File: src/rtl/padd_pkg.sv
`default_nettype none
// ----------------------------------------------------------------------------
// padd_pkg : shared defaults, chunk-width helper and stage control record
// Revision : 1.0
// ----------------------------------------------------------------------------
package padd_pkg;

  localparam int PADD_DEF_WIDTH  = 16;
  localparam int PADD_DEF_STAGES = 4;

  function automatic int chunk_w(input int width, input int stages);
    return width / stages;
  endfunction

  // The per-stage partial sum and pending operand fields change width from
  // stage to stage, so they live beside this record inside each stage scope.
  typedef struct packed {
    logic valid;
    logic carry;
  } padd_ctl_t;

endpackage
`default_nettype wire

File: src/rtl/padd_chunk.sv
`default_nettype none
// ----------------------------------------------------------------------------
// padd_chunk : combinational CW-bit ripple-carry adder of one-bit full adders
// Revision   : 1.0
// ----------------------------------------------------------------------------
module padd_chunk #(
  parameter int CW = 4
) (
  input  logic [CW-1:0] a_i,
  input  logic [CW-1:0] b_i,
  input  logic          cin_i,
  output logic [CW-1:0] s_o,
  output logic          co_o,
  output logic          msb_cin_o
);

  logic [CW:0] w_c;

  assign w_c[0] = cin_i;

  for (genvar i = 0; i < CW; i++) begin : g_fa
    assign s_o[i]   = a_i[i] ^ b_i[i] ^ w_c[i];
    assign w_c[i+1] = (a_i[i] & b_i[i]) | (w_c[i] & (a_i[i] ^ b_i[i]));
  end

  // Carry into the top bit; XOR with carry out gives signed overflow.
  assign co_o      = w_c[CW];
  assign msb_cin_o = w_c[CW-1];

endmodule
`default_nettype wire

File: src/rtl/pipelined_adder.sv
`default_nettype none
// ----------------------------------------------------------------------------
// pipelined_adder : STAGES-deep chunked adder with valid/ready and backpressure
// Optional macro  : PADD_OVF_EN adds the registered signed-overflow output ovf
// Revision        : 1.0
// ----------------------------------------------------------------------------
module pipelined_adder
  import padd_pkg::*;
#(
  parameter int WIDTH  = PADD_DEF_WIDTH,
  parameter int STAGES = PADD_DEF_STAGES
) (
  input  logic             clk,
  input  logic             rst,
  input  logic             in_valid,
  output logic             in_ready,
  input  logic [WIDTH-1:0] a,
  input  logic [WIDTH-1:0] b,
  input  logic             cin,
  output logic             out_valid,
  input  logic             out_ready,
  output logic [WIDTH-1:0] sum,
  output logic             cout
`ifdef PADD_OVF_EN
  ,
  output logic             ovf
`endif
);

  localparam int CW = chunk_w(WIDTH, STAGES);

  if (WIDTH < 1 || STAGES < 1 || STAGES > WIDTH || (WIDTH % STAGES) != 0) begin : g_bad_cfg
    $error("pipelined_adder: WIDTH must be >= 1 and a multiple of STAGES (1..WIDTH)");
  end

  logic             w_stall;
  logic             w_en;
  logic             w_accept;
  logic [WIDTH-1:0] w_a_in;
  logic [WIDTH-1:0] w_b_in;
  logic             w_cin_in;

  assign w_stall  = out_valid & ~out_ready;
  assign w_en     = ~w_stall;
  assign in_ready = ~w_stall & ~rst;
  assign w_accept = in_valid & in_ready;

  // Non-accepted operands enter as zero so no X ever reaches the outputs.
  assign w_a_in   = w_accept ? a : '0;
  assign w_b_in   = w_accept ? b : '0;
  assign w_cin_in = w_accept & cin;

  for (genvar k = 0; k < STAGES; k++) begin : g_stage
    localparam int SW = (k + 1) * CW;
    localparam int PW = WIDTH - SW;

    padd_ctl_t     ctl_q;
    padd_ctl_t     ctl_d;
    logic [SW-1:0] sum_q;
    logic [SW-1:0] sum_d;
    logic [CW-1:0] w_a;
    logic [CW-1:0] w_b;
    logic          w_cin;
    logic [CW-1:0] w_s;
    logic          w_co;
    logic          w_msb_cin;

    padd_chunk #(
      .CW(CW)
    ) u_chunk (
      .a_i      (w_a),
      .b_i      (w_b),
      .cin_i    (w_cin),
      .s_o      (w_s),
      .co_o     (w_co),
      .msb_cin_o(w_msb_cin)
    );

    if (k == 0) begin : g_first
      assign w_a   = w_a_in[CW-1:0];
      assign w_b   = w_b_in[CW-1:0];
      assign w_cin = w_cin_in;
      assign ctl_d = '{valid: w_accept, carry: w_co};
      assign sum_d = w_s;
    end else begin : g_next
      assign w_a   = g_stage[k-1].g_pend.a_q[CW-1:0];
      assign w_b   = g_stage[k-1].g_pend.b_q[CW-1:0];
      assign w_cin = g_stage[k-1].ctl_q.carry;
      assign ctl_d = '{valid: g_stage[k-1].ctl_q.valid, carry: w_co};
      assign sum_d = {w_s, g_stage[k-1].sum_q};
    end

    always_ff @(posedge clk) begin
      if (rst) begin
        ctl_q <= '0;
        sum_q <= '0;
      end else if (w_en) begin
        ctl_q <= ctl_d;
        sum_q <= sum_d;
      end
    end

    // Operand bits not yet consumed, stored right-aligned to the next chunk.
    if (PW > 0) begin : g_pend
      logic [PW-1:0] a_q;
      logic [PW-1:0] b_q;
      logic [PW-1:0] a_d;
      logic [PW-1:0] b_d;

      if (k == 0) begin : g_src_in
        assign a_d = w_a_in[WIDTH-1:CW];
        assign b_d = w_b_in[WIDTH-1:CW];
      end else begin : g_src_prev
        assign a_d = g_stage[k-1].g_pend.a_q[PW+CW-1:CW];
        assign b_d = g_stage[k-1].g_pend.b_q[PW+CW-1:CW];
      end

      always_ff @(posedge clk) begin
        if (rst) begin
          a_q <= '0;
          b_q <= '0;
        end else if (w_en) begin
          a_q <= a_d;
          b_q <= b_d;
        end
      end
    end

`ifdef PADD_OVF_EN
    localparam bit MSB_USED = (k == STAGES - 1);
`else
    localparam bit MSB_USED = 1'b0;
`endif
    if (!MSB_USED) begin : g_sink
      logic unused_msb_cin;
      assign unused_msb_cin = w_msb_cin;
    end
  end

  assign out_valid = g_stage[STAGES-1].ctl_q.valid;
  assign sum       = g_stage[STAGES-1].sum_q;
  assign cout      = g_stage[STAGES-1].ctl_q.carry;

`ifdef PADD_OVF_EN
  logic ovf_q;
  logic ovf_d;

  assign ovf_d = g_stage[STAGES-1].w_msb_cin ^ g_stage[STAGES-1].w_co;

  always_ff @(posedge clk) begin
    if (rst) begin
      ovf_q <= 1'b0;
    end else if (w_en) begin
      ovf_q <= ovf_d;
    end
  end

  assign ovf = ovf_q;
`endif

endmodule
`default_nettype wire

File: config.mk
export PLATFORM = sky130hd
export DESIGN_NAME = pipelined_adder
export DESIGN_NICKNAME = d
export VERILOG_FILES = /design/src/rtl/padd_pkg.sv /design/src/rtl/padd_chunk.sv /design/src/rtl/pipelined_adder.sv
export SDC_FILE = /design/constraint.sdc
export NUM_CORES = 1
export LEC_CHECK = 0
export ABC_AREA = 1
export BUFFER_PORTS_ARGS = -buffer_cell sky130_fd_sc_hd__buf_2
export CORE_MARGIN = 5
export CORE_UTILIZATION = 35
export CTS_BUF_LIST = sky130_fd_sc_hd__clkbuf_4
export DETAILED_ROUTE_END_ITERATION = 8
export PLACE_DENSITY_LB_ADDON = 0.15
export SLEW_MARGIN = 20
export SYNTH_ARGS = -nofsm -noshare
export SYNTH_HDL_FRONTEND = slang
export SYNTH_SLANG_ARGS = --single-unit
File: constraint.sdc
create_clock -name clk -period 3.3 [get_ports clk]
set_input_delay 0 -clock clk [delete_from_list [all_inputs] [get_ports clk]]
set_output_delay 0 -clock clk [all_outputs]
set_load 0.005 [all_outputs]
# Word level (Yosys, flattened, before mapping)
# Cells that the tools add are included.
# word_totals
ff_bits	96
latchBits	0
ramBits	0
romBits	0
in_bits	37
out_inout_bits	19
elab_cells	107
mem_count	0
# classes
n_addsub	0
multipliers	0
div_mod_pow	0
n_lt_le_gt_ge	0
eq_ne	0
n_shift	0
muxes	2
bitwise_logic	87
n_reduce_logical	0
# ops
operator	count
AND 1 bit	36
2-to-1 mux 16 bit	2
bitwise XOR 1 bit	32
OR 1 bit	16
inverter 1 bit	3

# Depth between registers and ports, before layout
# Gate-level depths: netlist of run 1.
# logic_depth
ltp_word	15
mapped_depth	12
depth_no_buf	11

# Cells and area by module
# Synthesis of run 1 repeated with hierarchy kept, for this count alone.
# unflattened
cells_unflattened	487
area_unflattened_um2	3847.4
# by_module_without_submodules
mod	n_inst	cells_per_inst	area_per_inst_um2	seq_area_each_um2
pipelined_adder	1	439	3407.0	1921.8
padd_chunk	4	12	110.1	0.0

# Least setup slack after synthesis of run 1
# OpenSTA, ideal clock, no wires.
# synth_path
kind	register to register
startpoint	register g_stage[3].ctl_q (netlist bit out_valid)
endpoint	register g_stage[0].sum_q[3]
setup_ps	59
arrival_time_ps	2637
required_time_ps	3241
slack_ps	604
path_stages_with_launch	12
n_path_buf	1
synth_period_minus_slack_ps	2696
path_cell_list	dfxtp_1 > nand2_2 > buf_4 > nand3_2 > nor2_1 > fa_1 > fa_1 > fa_1 > inv_1 > fa_1 > nand3b_1 > nand2_1
# synth_between
elab_chain_cells	13
word_cells_on_any_way	21
classes_between	mux (2); bitwise (19)
# synth_lines
element	line	source
from (decl)	pipelined_adder.sv:57	padd_ctl_t ctl_q;
from (signal assigned)	pipelined_adder.sv:98	ctl_q <= ctl_d;
AND 1 bit (*)	pipelined_adder.sv:43	assign w_stall = out_valid & ~out_ready;
inverter 1 bit	pipelined_adder.sv:45	assign in_ready = ~w_stall & ~rst;
AND 1 bit	pipelined_adder.sv:45	
AND 1 bit	pipelined_adder.sv:46	assign w_accept = in_valid & in_ready;
2-to-1 mux 16 bit, on equally long branches	pipelined_adder.sv:49, pipelined_adder.sv:50	
bitwise XOR 1 bit	padd_chunk.sv:23	assign w_c[i+1] = (a_i[i] & b_i[i]) | (w_c[i] & (a_i[i] ^ b_i[i]));
AND 1 bit	padd_chunk.sv:23	
OR 1 bit	padd_chunk.sv:23	
AND 1 bit	padd_chunk.sv:23	
OR 1 bit	padd_chunk.sv:23	
AND 1 bit	padd_chunk.sv:23	
OR 1 bit	padd_chunk.sv:23	
bitwise XOR 1 bit	padd_chunk.sv:22	assign s_o[i] = a_i[i] ^ b_i[i] ^ w_c[i];
to (signal assigned)	pipelined_adder.sv:99	sum_q <= sum_d;
to (decl)	pipelined_adder.sv:59	logic [SW-1:0] sum_q;
# Mark *: on every way between the ends. The rest lies on a longest branch, timed or not.
# A chain may end at the register's enable or synchronous reset.

# Final worst setup path of run 1
# Same ends and word-level chain as after synthesis.

==> results.md, run 1 <==
* Tcrit/Tclk final at 80.2%
* R2r setup slk at 0.65 ns
* Die area at 13200 sq um
* Drt first pass iters at 4
* Die Ht at 115 um
* DRC Markers at 0
* Placed Area at 4170 sq um
* Number of global-route vias before repair at 3028
* H-tree levels at 3
* Most common flop cell mapped by yosys: dfxtp_1
* Clock Sinks at 96
* Tmin final at between 2 and 3 ns
* Syn avg cell area at slightly above 8 sq um
* Netlist cell types at 17
* Slew headroom at 36.2%
* Syn Nets at 530
* Antenna Cells at 0
* Post-synthesis sequential area ratio at 50.0%
* # IOs at 56
* Required @ worst endpoint at 3.68 ns
* Cell family with most CP delay: adder cells
* Vias at 3079
* Core Box Area at 10800 sq um
* Fmax at 0.378 GHz
* Cell Chain, Critical Path: nand2_4, nand3_2, nor2_1, fa_1, fa_1, fa_1, inv_1, fa_1, nand3b_1, nand2_1
* Yosys reg bits at 96
* Routability congestion estimate at 0.741
* Post-synth EDFFs at 0
* TritonCTS clock tree: yes
* Slowest-stage cell, CP: fa_1
* Count leader, synth: nand2_1
* Layout cell share with drive strength beyond 1 at 14.2%
* Area grow syn2layout at 20.6%
* Detailed Route Iter0 Violations at around 130
* Area contributors post-synth: dfxtp_1 (50%), nand2_1 (19%), fa_1 (8.3%), nand3_1 (7.7%), nand4_1 (3.9%)
* Post-Synthesis Cells at 477
* Port bufs at 55
* Fraction of registers with async set or reset after synthesis at 0%
* Placed insts at 642
* Avg WL per Cell at 11.1 um
* Worst VDD drop at a little under 0.2 mV
* RSZ-0062 raised after global routing: false
* Row Count at 38
* GRT Overall Usage at 12.3%
* Grt total ovfl at 0
* Post-route cell area at about 4600 sq um
* Die Width at 115 um
* Top cell type's share of synthesized area at about 50%
* CP Data Arrival Time at ~3 ns
* CTS root buffer: clkbuf_4
* CP peak stage delay at between 0.4 and 0.5 ns
* Nets at 597
* Initial antenna violation count at 0
* Final Max Tran Viols at 0
* Crit path max fanout at 9
* Starting density of the core at 35.6%
* CP Capture Type: flip-flop
* HPWL after DPL at around 4500 um
* Cts bufs inserted at 9
* Clock slew at reported path FFs at 0.15 ns
* Non-filler cells, final at 689
* First-pass GRT wire length at 13400 um
* Startpoint types: flip-flop
* Clk buf depth at 2
* Final core utilization at between 40 and 50%
* Synth warnings at 0
* Worst Setup Path Type: reg2reg
* Post-Syn Area at 3840 sq um
* Clock skew at ~0.022 ns
* Power Total at 2.03 mW
* Largest net degree at the start of global routing at 98
* Final ANT Viol Nets at 0
* CP dominant cell by count: fa_1
* Static leakage at 2.28 nW
* Post-synth top area cell: dfxtp_1
* Outcome: completed
* Worst Hold Class: in2reg
* Final setup fails at 0
* Vias per inst at between 4 and 5
* Max-capacitance violation count at 0
* Final hold vios at 0
* Worst Tran Pin Value at 0.957 ns
* Top post-synthesis cells by count: nand2_1 (194), dfxtp_1 (96), nand3_1 (59)
* Fill cells at ~1100
* Setup TNS at 0 ns
* Clk_lat worst skew at about 0.44 ns
* Final WL at 7680 um
* Worst Path Buf+Inv at 1
* P per Cell Area at 438 nW/um^2
-- logic make-up (layout without fill, tap and decap cells) --
logic type / Yosys count / in the layout / synth area share (%)
simple gates: 298 / 298 / 34.0
compound gates: 1 / 1 / 0.130
buf+inv: 66 / 138 / 7.52
flops: 96 / 96 / 50.0
fa+ha+maj: 16 / 16 / 8.34
-- worst min-delay path: stages --
cell and delay [ns]:
buf_2 0.24, nand4_1 0.15, nand2_1 0.04
-- per-layer routing --
metal	wire length, um	global-route usage [%]	share of wire (%)	up-vias
met5	0	0	0	-
met3	338	2.58	4.4	9
li1	-	-	-	1646
met2	3290	18.8	43	50
met4	95	4.46	1.2	0
met1	3950	17.1	51	1374
-- metrics by stage --
stage | hold WS [ns] | worst slack, ns
floorplan | 0.115 | 0.604
global placement | 0.237 | 0.733
detailed placement | 0.241 | 0.676
CTS | 0.00302 | 0.643
global route | 0.0304 | 0.514
finish | 0.0370 | 0.653
-- path summary, 6_finish.rpt --
path,to,start,cells past startpoint
setup / recovery,g_stage[0].sum_q[3],out_valid,10
hold / removal,g_stage[0].g_pend.a_q[0],in_valid,3
setup reg to reg,g_stage[0].sum_q[3],out_valid,10
hold reg to reg,sum[13],sum[13],2
-- timing repair --
action | in CTS | in global routing
setup endpoints to repair | 0 | 0
hold buffers | 31 | 0
hold endpoints to repair | 26 | 0
buffers inserted | 0 | 0
gates resized for setup | 0 | 0
-- placed cells by master (no fill, tap or decap), types with 7 or more instances in the layout --
| cell type | instances |
|---|---|
| nand2_1 | 194 |
| dlygate4sd3_1 | 31 |
| dfxtp_1 | 96 |
| buf_2 | 55 |
| clkbuf_4 | 9 |
| nand3b_1 | 11 |
| fa_1 | 16 |
| nand4_1 | 24 |
| inv_1 | 32 |
| nand3_1 | 59 |
| nor2_1 | 7 |
-- flip-flops by register name, indices dropped and copies added (netlist names) --
name                count
g_stage.sum_q          24
g_stage.w_cin           3
g_stage.ctl_q           3
g_stage.g_pend.a_q     24
out_valid               1
g_stage.g_pend.b_q     24
sum                    16
cout                    1
-- layout make-up --
class / instances / area [sq um] / area share [%]
Tap cell: 140 / 175 / 3.78
Clock inverter: 7 / 83.8 / 1.81
Timing Repair Buffer: 89 / 621 / 13.4
Sequential cell: 96 / 1920 / 41.5
Multi-Input combinational cell: 315 / 1640 / 35.4
Clock buffer: 9 / 67.6 / 1.46
Inverter: 33 / 124 / 2.67
-- power by group --
group	internal (mW)	switching (mW)	total, mW
logic	0.0732	0.0750	0.148
registers	1.20	0.0204	1.22
clock network	0.248	0.413	0.661
No activity file was read; power rests on OpenSTA's default activity.
==> inputs of run 2 (changes only) <==
- clock period: 3.3 -> 2.8 ns (I/O delays scaled with it)
==> run 2 against run 1 <==
Flip-flop and latch count unchanged. Register-to-register slack got worse by 0.48 ns. Via count decreased by 0.36%. Critical path depth unchanged. Design area decreased by 0.40%. Largest power group unchanged. Combinational power increased by 16%. Critical endpoint unchanged. Maximum frequency increased by 0.84%. Sequential power increased by 18%. First-iteration DRC count increased by 41%. Total power increased by 23%. Sequential share of layout area increased by 0.17 points. Cell count decreased by 0.44%.
==> results.md, run 2 (synthesis results as in run 1) <==
* Routability congestion estimate at 0.745
* Placed Area at 4170 sq um
* Grt total ovfl at 0
* Cell Int Power at approximately 1.9 mW
* GRT Overall Usage at between 10% and 20%
* CP Capture Type: flip-flop
* Worst Path Buf+Inv at 1
* Required @ worst endpoint at roughly 3.2 ns
* Crit path max fanout at 9
* Core Box Area at 10800 sq um
* Final Max Tran Viols at 0
* Slew headroom at 35.2%
* Worst r2r dst: g_stage[0].sum_q[3]
* Reg power frac at between 50% and 60%
* Cts bufs inserted at 9
* RSZ-0062 raised after global routing: false
* Cell Chain, Critical Path: nand2_4, nand3_2, nor2_1, fa_1, fa_1, fa_1, inv_1, fa_1, nand3b_1, nand2_1
* Net Sw Power at between 500 and 600 uW
* Static leakage at 2.29 nW
* Most frequent cells in the layout: nand2_1 (194), dfxtp_1 (96), nand3_1 (59)
* Vias at 3068
* Nets at 594
* Detailed Route Iter0 Violations at 186
* R2r setup slk at 0.18 ns
* First-pass GRT wire length at roughly 13000 um
* Crit path launch: out_valid
* Worst VDD drop at 0.307 mV
* Largest regs: g_stage.g_pend.a_q: 24 flops, g_stage.g_pend.b_q: 24 flops, g_stage.sum_q: 24 flops
* Antenna Cells at 0
* Number of global-route vias before repair at 2917
* Max-capacitance violation count at 0
* Clock skew at about 0.014 ns
* FF+latch area at ~1900 sq um
* CP Data Arrival Time at between 3 and 4 ns
* Clock Sinks at 96
* Final setup fails at 0
* Outcome: completed
* Switching share of power at 22.4%
* CTS root buffer: clkbuf_4
* Slowest-stage cell, CP: fa_1
* CP peak stage delay at between 0.4 and 0.5 ns
* Die Width at 115 um
* Starting density of the core at 35.6%
* Vias per inst at 4.47
* Die Ht at 115 um
* H-tree levels at 3
* Initial antenna violation count at 0
* CP Capture Point: g_stage[0].sum_q[3]
* Tcrit/Tclk final at 93.7%
* Row Count at 38
* Largest net degree at the start of global routing at 98
* CP dominant cell by count: fa_1
* Tmin final at 2.62 ns
* Clock slew at reported path FFs at 0.14 ns
* Multi-input combinational cell area at 1640 sq um
* Cell family with most CP delay: adder cells
* Fmax at about 0.38 GHz
* Final ANT Viol Nets at 0
* Die area at roughly 13000 sq um
* Drt first pass iters at 6
* Setup TNS at 0 ns
* Comb power frac at under 10%
* Worst Hold Class: in2reg
* Area grow syn2layout at 20.1%
* Startpoint types: flip-flop
* TritonCTS clock tree: yes
* RR Startpoint: out_valid
* HPWL after DPL at 4700 um
* Final WL at 7790 um
* Layout cell share with drive strength beyond 1 at 14.1%
* Hold Path Depth at 5
* Fill cells at 1102
* DRC Markers at 0
* Clk pwr share at 35.7%
* Avg WL per Cell at 11.4 um
* Port bufs at between 50 and 60
* Clk buf depth at 2
* Clk_lat worst skew at roughly 0.44 ns
* # Post-CTS Setup Buffers at 0
* Worst Tran Pin Value at 0.972 ns
* Final hold vios at 0
* P per Cell Area at roughly 540 nW/um^2
* Worst Setup Path Type: reg2reg
* Commonest non-fill, non-tap cell in the layout: nand2_1
* Reg2Reg Depth at 10
* Worst path depth at 10
* # IOs at 56
* Post-CTS Resized at 0
* Post-route cell area at between 4000 and 5000 sq um
-- run 2: changes by cell type in the layout (fill, tap and decap cells not counted), moves of 2 or more --
cell           delta
buf_4             +2
bufinv_16         +2
clkinv_1          +2
dlygate4sd3_1     -4
inv_6             -4
-- run 2: tightest hold or removal path: stages --
cell,delay (ns)
buf_2,0.10
nand2_1,0.08
fa_1,0.15
nand3b_1,0.09
nand2_1,0.05
-- run 2: area by class of cell --
class                   instances  area share (%)
flip-flops and latches         96            41.6
multi-input cells             315            35.5
repair buffers                 86            12.5
well taps                     140            3.80
inverters                      33            2.68
clock inverters                 7            2.39
clock buffers                   9            1.46
-- run 2: through the flow --
| step | hold WS (ns) | total power, mW | worst slack (ns) | util (%) | instances |
|---|---|---|---|---|---|
| after floorplan | 0.115 | 1.55 | 0.104 | - | 477 |
| after global placement | 0.236 | 1.61 | 0.233 | 38.6 | 643 |
| after detailed placement | 0.240 | 1.61 | 0.187 | 38.6 | 643 |
| after CTS | 0.0283 | 2.54 | 0.155 | 42.8 | 686 |
| after global routing | 0.0698 | 2.62 | 0.0156 | 42.8 | 686 |
| final | 0.0623 | 2.50 | 0.175 | 42.8 | 686 |
-- run 2: power groups by stage --
stage / Sequential [mW] / Combinational, mW / Clock (mW)
global placement: 1.47 / 0.143 / 0
floorplan: 1.46 / 0.0918 / 0
detailed placement: 1.47 / 0.146 / 0
CTS: 1.44 / 0.175 / 0.929
finish: 1.44 / 0.172 / 0.894
global route: 1.44 / 0.197 / 0.983
-- run 2: routing by layer --
| metal | vias up | global-route usage, % | share of wire, % |
|---|---|---|---|
| met5 | - | 0 | 0 |
| met4 | 0 | 6.10 | 1.9 |
| met3 | 11 | 2.47 | 4.0 |
| met2 | 53 | 19.2 | 42 |
| met1 | 1371 | 17.0 | 52 |
| li1 | 1633 | - | - |
-- run 2: what timing repair did --
item,in CTS,in global routing
endpoints found under the hold margin,26,0
hold buffers,27,0
endpoints found under the setup margin,0,0
-- run 2: how the worst min path moves through the flow --
stage / start / to
after CTS: b[3] / g_stage[0].sum_q[3]
after global placement: b[9] / g_stage[0].g_pend.b_q[5]
after floorplan: rst / out_valid
final: b[3] / g_stage[0].sum_q[3]
after global routing: b[3] / g_stage[0].sum_q[3]
after detailed placement: a[15] / g_stage[0].g_pend.a_q[11]
